## config.mk

```make
export PLATFORM = sky130hd
export DESIGN_NAME = load_store_unit_flat
export DESIGN_NICKNAME = d
export VERILOG_FILES = /design/src/rtl/cpu_pkg.sv /design/src/rtl/load_store_unit_if.sv /design/src/rtl/load_store_unit_load_align.sv /design/src/rtl/load_store_unit.sv /design/src/flat_wrapper.sv
export SDC_FILE = /design/constraint.sdc
export NUM_CORES = 1
export LEC_CHECK = 0
export BUFFER_PORTS_ARGS = -buffer_cell sky130_fd_sc_hd__clkbuf_2
export CORE_UTILIZATION = 29
export DETAILED_ROUTE_END_ITERATION = 10
export GPL_TIMING_DRIVEN = 1
export PLACE_DENSITY = 0.61
export SLEW_MARGIN = 20
export SYNTH_ARGS = -nofsm -noshare
export SYNTH_HDL_FRONTEND = slang
export SYNTH_HIERARCHICAL = 1
export SYNTH_SLANG_ARGS = --single-unit
```

## constraint.sdc

```tcl
create_clock -name clk -period 2.45 [get_ports clk]
set_clock_uncertainty 0.05 [all_clocks]
set_input_delay 0.1225 -clock clk [delete_from_list [all_inputs] [get_ports clk]]
set_output_delay 0.1225 -clock clk [all_outputs]
set_load 0.1 [all_outputs]
```

## src/rtl/cpu_pkg.sv

```systemverilog
// Shared RV32I memory-operation types and helpers.
// Imported by execute and by the load/store unit.
package cpu_pkg;

    localparam int XLEN = 32;

    typedef enum logic [2:0] {
        MEM_LB  = 3'b000,
        MEM_LH  = 3'b001,
        MEM_LW  = 3'b010,
        MEM_SB  = 3'b011,
        MEM_LBU = 3'b100,
        MEM_LHU = 3'b101,
        MEM_SH  = 3'b110,
        MEM_SW  = 3'b111
    } mem_op_e;

    typedef enum logic [1:0] {
        SZ_B = 2'd0,
        SZ_H = 2'd1,
        SZ_W = 2'd2
    } mem_size_e;

    function automatic logic is_load(mem_op_e op);
        return (op == MEM_LB) || (op == MEM_LH) || (op == MEM_LW) ||
               (op == MEM_LBU) || (op == MEM_LHU);
    endfunction

    function automatic logic is_store(mem_op_e op);
        return !is_load(op);
    endfunction

    function automatic mem_size_e size(mem_op_e op);
        mem_size_e s;
        unique case (op)
            MEM_LB, MEM_LBU, MEM_SB: s = SZ_B;
            MEM_LH, MEM_LHU, MEM_SH: s = SZ_H;
            default:                 s = SZ_W;
        endcase
        return s;
    endfunction

    function automatic logic is_misaligned(mem_op_e op, logic [1:0] lo);
        logic bad;
        unique case (size(op))
            SZ_H:    bad = lo[0];
            SZ_W:    bad = |lo;
            default: bad = 1'b0;
        endcase
        return bad;
    endfunction

endpackage

```

## src/rtl/load_store_unit_if.sv

```systemverilog
// Data-memory req/gnt/rvalid bus.
// master = load/store unit, slave = memory.
interface load_store_unit_if;
    import cpu_pkg::*;

    logic            mem_req;
    logic            mem_we;
    logic [XLEN-1:0] mem_addr;
    logic [3:0]      mem_be;
    logic [XLEN-1:0] mem_wdata;
    logic            mem_gnt;
    logic            mem_rvalid;
    logic [XLEN-1:0] mem_rdata;

    modport master (
        output mem_req, mem_we, mem_addr, mem_be, mem_wdata,
        input  mem_gnt, mem_rvalid, mem_rdata
    );

    modport slave (
        input  mem_req, mem_we, mem_addr, mem_be, mem_wdata,
        output mem_gnt, mem_rvalid, mem_rdata
    );

endinterface

```

## src/rtl/load_store_unit_load_align.sv

```systemverilog
// Byte-lane extraction and sign/zero extension
// of a loaded word.
module load_align
    import cpu_pkg::*;
(
    input  mem_op_e         op,
    input  logic [1:0]      addr,
    input  logic [XLEN-1:0] rdata,
    output logic [XLEN-1:0] data
);

    logic [7:0]  byte_v;
    logic [15:0] half_v;

    assign byte_v = rdata[8*addr +: 8];
    assign half_v = rdata[16*addr[1] +: 16];

    // Select lane and extend according to the load type.
    always_comb begin
        data = rdata;
        unique case (op)
            MEM_LB:  data = {{24{byte_v[7]}}, byte_v};
            MEM_LBU: data = {24'b0, byte_v};
            MEM_LH:  data = {{16{half_v[15]}}, half_v};
            MEM_LHU: data = {16'b0, half_v};
            default: data = rdata;
        endcase
    end

endmodule

```

## src/rtl/load_store_unit.sv

```systemverilog
// Memory stage: performs one load or store per
// transaction over the req/gnt/rvalid bus.
module load_store_unit
    import cpu_pkg::*;
(
    input  logic            clk,
    input  logic            rst_n,
    input  logic            ex_valid,
    output logic            ex_ready,
    input  mem_op_e         ex_op,
    input  logic [XLEN-1:0] ex_addr,
    input  logic [XLEN-1:0] ex_wdata,
    input  logic [4:0]      ex_rd,
    load_store_unit_if.master bus,
    output logic            wb_valid,
    output logic [4:0]      wb_rd,
    output logic [XLEN-1:0] wb_data,
    output logic            st_done,
    output logic            misaligned,
    output logic [XLEN-1:0] misaligned_addr
);

    typedef enum logic [1:0] {
        IDLE   = 2'd0,
        REQ    = 2'd1,
        WAIT_R = 2'd2,
        DONE   = 2'd3
    } state_e;

    state_e          state, state_n;
    mem_op_e         op_q;
    logic [XLEN-1:0] addr_q;
    logic [XLEN-1:0] wdata_q;
    logic [4:0]      rd_q;
    logic [XLEN-1:0] ld_data_q;
    logic            mis_q;
    logic            take;
    logic            bad;
    logic [XLEN-1:0] aligned;
    logic [3:0]      be;
    logic [XLEN-1:0] lane_wdata;

    assign take = ex_valid && ex_ready;
    assign bad  = is_misaligned(ex_op, ex_addr[1:0]);

    load_align u_align (
        .op    (op_q),
        .addr  (addr_q[1:0]),
        .rdata (bus.mem_rdata),
        .data  (aligned)
    );

    // State register.
    always_ff @(posedge clk) begin
        if (!rst_n) state <= IDLE;
        else        state <= state_n;
    end

    // Next state; misaligned requests never leave IDLE.
    always_comb begin
        state_n = state;
        unique case (state)
            IDLE:   if (take && !bad) state_n = REQ;
            REQ:    if (bus.mem_gnt)
                        state_n = is_store(op_q) ? DONE : WAIT_R;
            WAIT_R: if (bus.mem_rvalid) state_n = DONE;
            DONE:   state_n = IDLE;
            default: state_n = IDLE;
        endcase
    end

    // Store byte enables and lane-replicated data.
    always_comb begin
        be         = 4'b1111;
        lane_wdata = wdata_q;
        unique case (op_q)
            MEM_SB: begin
                be         = 4'b0001 << addr_q[1:0];
                lane_wdata = {4{wdata_q[7:0]}};
            end
            MEM_SH: begin
                be         = addr_q[1] ? 4'b1100 : 4'b0011;
                lane_wdata = {2{wdata_q[15:0]}};
            end
            default: begin
                be         = 4'b1111;
                lane_wdata = wdata_q;
            end
        endcase
    end

    // Bus and pipeline outputs decoded from state.
    always_comb begin
        ex_ready      = (state == IDLE);
        bus.mem_req   = (state == REQ);
        bus.mem_we    = (state == REQ) && is_store(op_q);
        bus.mem_be    = (state == REQ) ? be : 4'b0000;
        bus.mem_addr  = {addr_q[XLEN-1:2], 2'b00};
        bus.mem_wdata = lane_wdata;
        wb_valid      = (state == DONE) && is_load(op_q);
        st_done       = (state == DONE) && is_store(op_q);
        wb_rd         = rd_q;
        wb_data       = ld_data_q;
        misaligned    = mis_q;
        misaligned_addr = addr_q;
    end

    // Latch the transaction and capture load data.
    always_ff @(posedge clk) begin
        if (!rst_n) begin
            op_q      <= MEM_LB;
            addr_q    <= '0;
            wdata_q   <= '0;
            rd_q      <= '0;
            ld_data_q <= '0;
            mis_q     <= 1'b0;
        end else begin
            mis_q <= take && bad;
            if (take) begin
                op_q    <= ex_op;
                addr_q  <= ex_addr;
                wdata_q <= ex_wdata;
                rd_q    <= ex_rd;
            end
            if (state == WAIT_R && bus.mem_rvalid)
                ld_data_q <= aligned;
        end
    end

endmodule

```

## src/flat_wrapper.sv

```systemverilog
// flat-port wrapper written by rule: the top's interface ports become plain ports
module load_store_unit_flat import cpu_pkg::*;
  (clk, rst_n, ex_valid, ex_ready, ex_op, ex_addr, ex_wdata, ex_rd, wb_valid, wb_rd, wb_data, st_done, misaligned, misaligned_addr, bus_mem_req, bus_mem_we, bus_mem_addr, bus_mem_be, bus_mem_wdata, bus_mem_gnt, bus_mem_rvalid, bus_mem_rdata);
  load_store_unit_if bus_i ();
  input  logic clk;
  input  logic rst_n;
  input  logic ex_valid;
  output logic ex_ready;
  input  mem_op_e ex_op;
  input  logic [XLEN-1:0] ex_addr;
  input  logic [XLEN-1:0] ex_wdata;
  input  logic [4:0] ex_rd;
  output logic wb_valid;
  output logic [4:0] wb_rd;
  output logic [XLEN-1:0] wb_data;
  output logic st_done;
  output logic misaligned;
  output logic [XLEN-1:0] misaligned_addr;
  output wire logic [$bits(bus_i.mem_req)-1:0] bus_mem_req;
  output wire logic [$bits(bus_i.mem_we)-1:0] bus_mem_we;
  output wire logic [$bits(bus_i.mem_addr)-1:0] bus_mem_addr;
  output wire logic [$bits(bus_i.mem_be)-1:0] bus_mem_be;
  output wire logic [$bits(bus_i.mem_wdata)-1:0] bus_mem_wdata;
  input wire logic [$bits(bus_i.mem_gnt)-1:0] bus_mem_gnt;
  input wire logic [$bits(bus_i.mem_rvalid)-1:0] bus_mem_rvalid;
  input wire logic [$bits(bus_i.mem_rdata)-1:0] bus_mem_rdata;
  assign bus_mem_req = bus_i.mem_req;
  assign bus_mem_we = bus_i.mem_we;
  assign bus_mem_addr = bus_i.mem_addr;
  assign bus_mem_be = bus_i.mem_be;
  assign bus_mem_wdata = bus_i.mem_wdata;
  assign bus_i.mem_gnt = bus_mem_gnt;
  assign bus_i.mem_rvalid = bus_mem_rvalid;
  assign bus_i.mem_rdata = bus_mem_rdata;
  load_store_unit u_core (.clk(clk), .rst_n(rst_n), .ex_valid(ex_valid), .ex_ready(ex_ready), .ex_op(ex_op), .ex_addr(ex_addr), .ex_wdata(ex_wdata), .ex_rd(ex_rd), .bus(bus_i), .wb_valid(wb_valid), .wb_rd(wb_rd), .wb_data(wb_data), .st_done(st_done), .misaligned(misaligned), .misaligned_addr(misaligned_addr));
endmodule
```

==> flow_summary_export.csv <==
group,metric,value,unit
routing,wirelength,18300,µm
worst_setup_path,cpPeakStageDelay,0.59,ns
logic_synthesis,synthArstFlopShare,0,
logic_synthesis,ys.flop_type,"dfxtp_1",
global_route,grt_max_degree,62,
worst_setup_path,end_kind,"primary output",
floorplan,ios,252,
logic_synthesis,synthTopCellsByArea,"dfxtp_1, nand2_1, a21oi_1",
power_and_ir_drop,peakVddDrop,0.000721,V
routing,drt_first_pass_iters,5,
global_route,overflow,0,
power_and_ir_drop,combPwrFrac,0.563,
finish,area_growth,50.6,%
floorplan,fp.dieH,138,µm
sta,layout_setup_ws,0.204,ns
logic_synthesis,yosysTopAreaCell,"dfxtp_1",
floorplan,core,18000,µm²
clocking,clk_latency,0.35,ns
place,place_ws,0.462,ns
worst_setup_path,critPathSlowestCell,"dfxtp_1",
clocking,cts_tree,"done",
sta,period_share,0.917,
sta,worstMarginPinSlew,0.610,ns
sta,rsz0062_at_grt,"false",
floorplan,dieArea,19000,µm²
worst_setup_path,cp_cell_sequence,"nand2b_1 > a21bo_1 > buf_4 > mux2_4 > buf_12",
outcome,status,"finished clean",
logic_synthesis,yosys_warnings,6,
routing,via_per_inst,4.81,
finish,final_layout_size_suffix_gt1_frac,0.334,
power_and_ir_drop,p_clk_frac,0.184,
global_route,antenna_found_initial,0,
floorplan,rows,49,
routing,drc,0,
logic_synthesis,synth_area,5360,µm²
worst_setup_path,critPathLaunchType,"flip-flop",
routing,drt-wirelength-per-cell,15.1,µm
routing,via_count,5823,
sta,setup_viol,0,
worst_setup_path,required,2.28,ns
place,gp_congestion,0.801,
power_and_ir_drop,pwr_density_cell,1080,nW/µm²
logic_synthesis,yosysUniqueCellTypes,48,
logic_synthesis,yosysMostFrequentCell,"nand2_1",
power_and_ir_drop,design_power_total,8.76,mW
logic_synthesis,synth-edff-count,0,
floorplan,dieWidth,138,µm
clocking,cts_resized,0,
power_and_ir_drop,p_int,4.10,mW
finish,nets,1089,
power_and_ir_drop,power_switching,4.66,mW
logic_synthesis,synth_top_area_share,0.399,
job,drv_cap,0,
clocking,cts.path.max_buffers,2,
finish,final_area,8080,µm²
clocking,clk_pin_slew,0.08,ns
worst_setup_path,critPathKind,"flip-flop to primary output",
global_route,first_global_vias,5475,
hold_path,hold_path_class,"input pin to flip-flop",
logic_synthesis,ys_seq_elements,107,
finish,final_util,0.448,
routing,drt_iter0_drc,314,
place,io_buffers,249,
worst_setup_path,critical_path_arrival,2.07,ns
sta,slew_headroom,0.594,
global_route,grt_first_pass_wirelength,28800,µm
logic_synthesis,syn_area_per_cell,7.48,µm²
place,dpl.hpwl,12800,µm
power_and_ir_drop,p_seq_frac,0.253,
routing,ant_nets,0,
sta,hold_viol,0,
clocking,cts_sinks,107,
power_and_ir_drop,power_leakage,3.56,nW
clocking,htreeDepth,3,
sta,fin_tns_setup,0,ns
worst_setup_path,cp_max_fo,12,
clocking,clock-root-buffer,"clkbuf_16",
finish,antenna_cells,0,
sta,slew_violations,0,
sta,fmax,0.445,GHz
clocking,cts_made_buffers,9,
sta,period_minus_slack,2.25,ns
logic_synthesis,synth_commonest_cells,"nand2_1, a21oi_1, dfxtp_1",
logic_synthesis,synth_cells,717,
power_and_ir_drop,p_sw_frac,0.532,
floorplan,initial_core_util,0.298,
logic_synthesis,ys_seq_area_frac,0.399,
global_route,grtUsageTotal,0.187,
place,post_dp_cell_area,7040,µm²
layout make-up:
type	instances	area, µm²
multi-input cells	516	2730
clock buffers	9	225
well taps	229	287
flip-flops and latches	107	2140
inverters	8	31.3
clock inverters	7	98.8
fillers	1821	9950
repair buffers	334	2560
stage by stage:
| step | cells | hold WS (ns) |
|---|---|---|
| after floorplan | 718 | 0.182 |
| after global placement | 1123 | 0.297 |
| after detailed placement | 1123 | 0.302 |
| after CTS | 1210 | 0.00903 |
| after global routing | 1210 | 0.0306 |
| final | 1210 | 0.0224 |
critical path: cells and delay by family, from the launching register on:
kind,cells,cell delay (ns)
AOI/OAI and AO/OA,1,0.14
DFF,1,0.59
and+or+nand+nor,1,0.25
muxes,1,0.35
buffers and inverters,2,0.39
power by group through the flow:
stage                     combinational [mW]  sequential [mW]  clock, mW
after floorplan                         2.89             3.18          0
after global placement                  4.83             2.24          0
after detailed placement                4.84             2.25          0
after CTS                               4.94             2.21       1.67
after global routing                    5.15             2.25       1.73
final                                   4.93             2.22       1.61
timing repair:
item | 4_1_cts | 5_1_grt
hold buffers | 71 | 0
endpoints found under the hold margin | 72 | 0
setup buffers | 0 | 0
registers in the layout (all words and copies together) (netlist names):
name,flops
u_core/wb_rd,5
u_core/op_q,3
u_core/wb_data,32
u_core/misaligned_addr,32
u_core/state,2
u_core/wdata_q,32
u_core/misaligned,1
path summary, 6_finish.rpt:
check / startpoint / endpoint / slack, ns / cells past startpoint
setup reg to reg: u_core/misaligned_addr[0]$_SDFFE_PN0P_ / u_core/wb_data[30]$_SDFFE_PN0P_ / 0.45 / 6
hold / removal: ex_op[1] / u_core/op_q[1]$_SDFFE_PN0P_ / 0.02 / 3
hold reg to reg: u_core/wb_data[29]$_SDFFE_PN0P_ / u_core/wb_data[29]$_SDFFE_PN0P_ / 0.40 / 2
setup / recovery: u_core/op_q[2]$_SDFFE_PN0P_ / bus_mem_wdata[23] / 0.20 / 5
layout by cell type, fill, tap and decap left out, types with 5 or more instances in the layout:
cell             n
nand2_1        258
mux2_2          13
mux2_4           8
a21oi_2          8
dlygate4sd3_1   71
inv_1            6
a22oi_1          9
nor2b_1          8
buf_4           10
o21ai_0         12
nand2b_1         5
clkbuf_16        9
o22a_1           8
a21oi_1        114
clkbuf_2       219
o22ai_1         17
dfxtp_1        105
nor2_1           7
buf_12          34
logic make-up after synthesis:
logic type      synth area share
buf+inv                    0.101
flops                      0.399
simple gates               0.228
mux                       0.0613
other cells             0.000699
fa+ha+maj                0.00933
compound gates             0.200
layer usage:
| layer | vias to the layer above | global-route usage | part of all wire |
|---|---|---|---|
| met3 | 13 | 0.0530 | 0.079 |
| met5 | - | 0 | 0 |
| met4 | 0 | 0.0492 | 0.014 |
| li1 | 2884 | - | - |
| met2 | 232 | 0.321 | 0.49 |
| met1 | 2694 | 0.228 | 0.42 |
No activity file was read; power rests on OpenSTA's default activity.
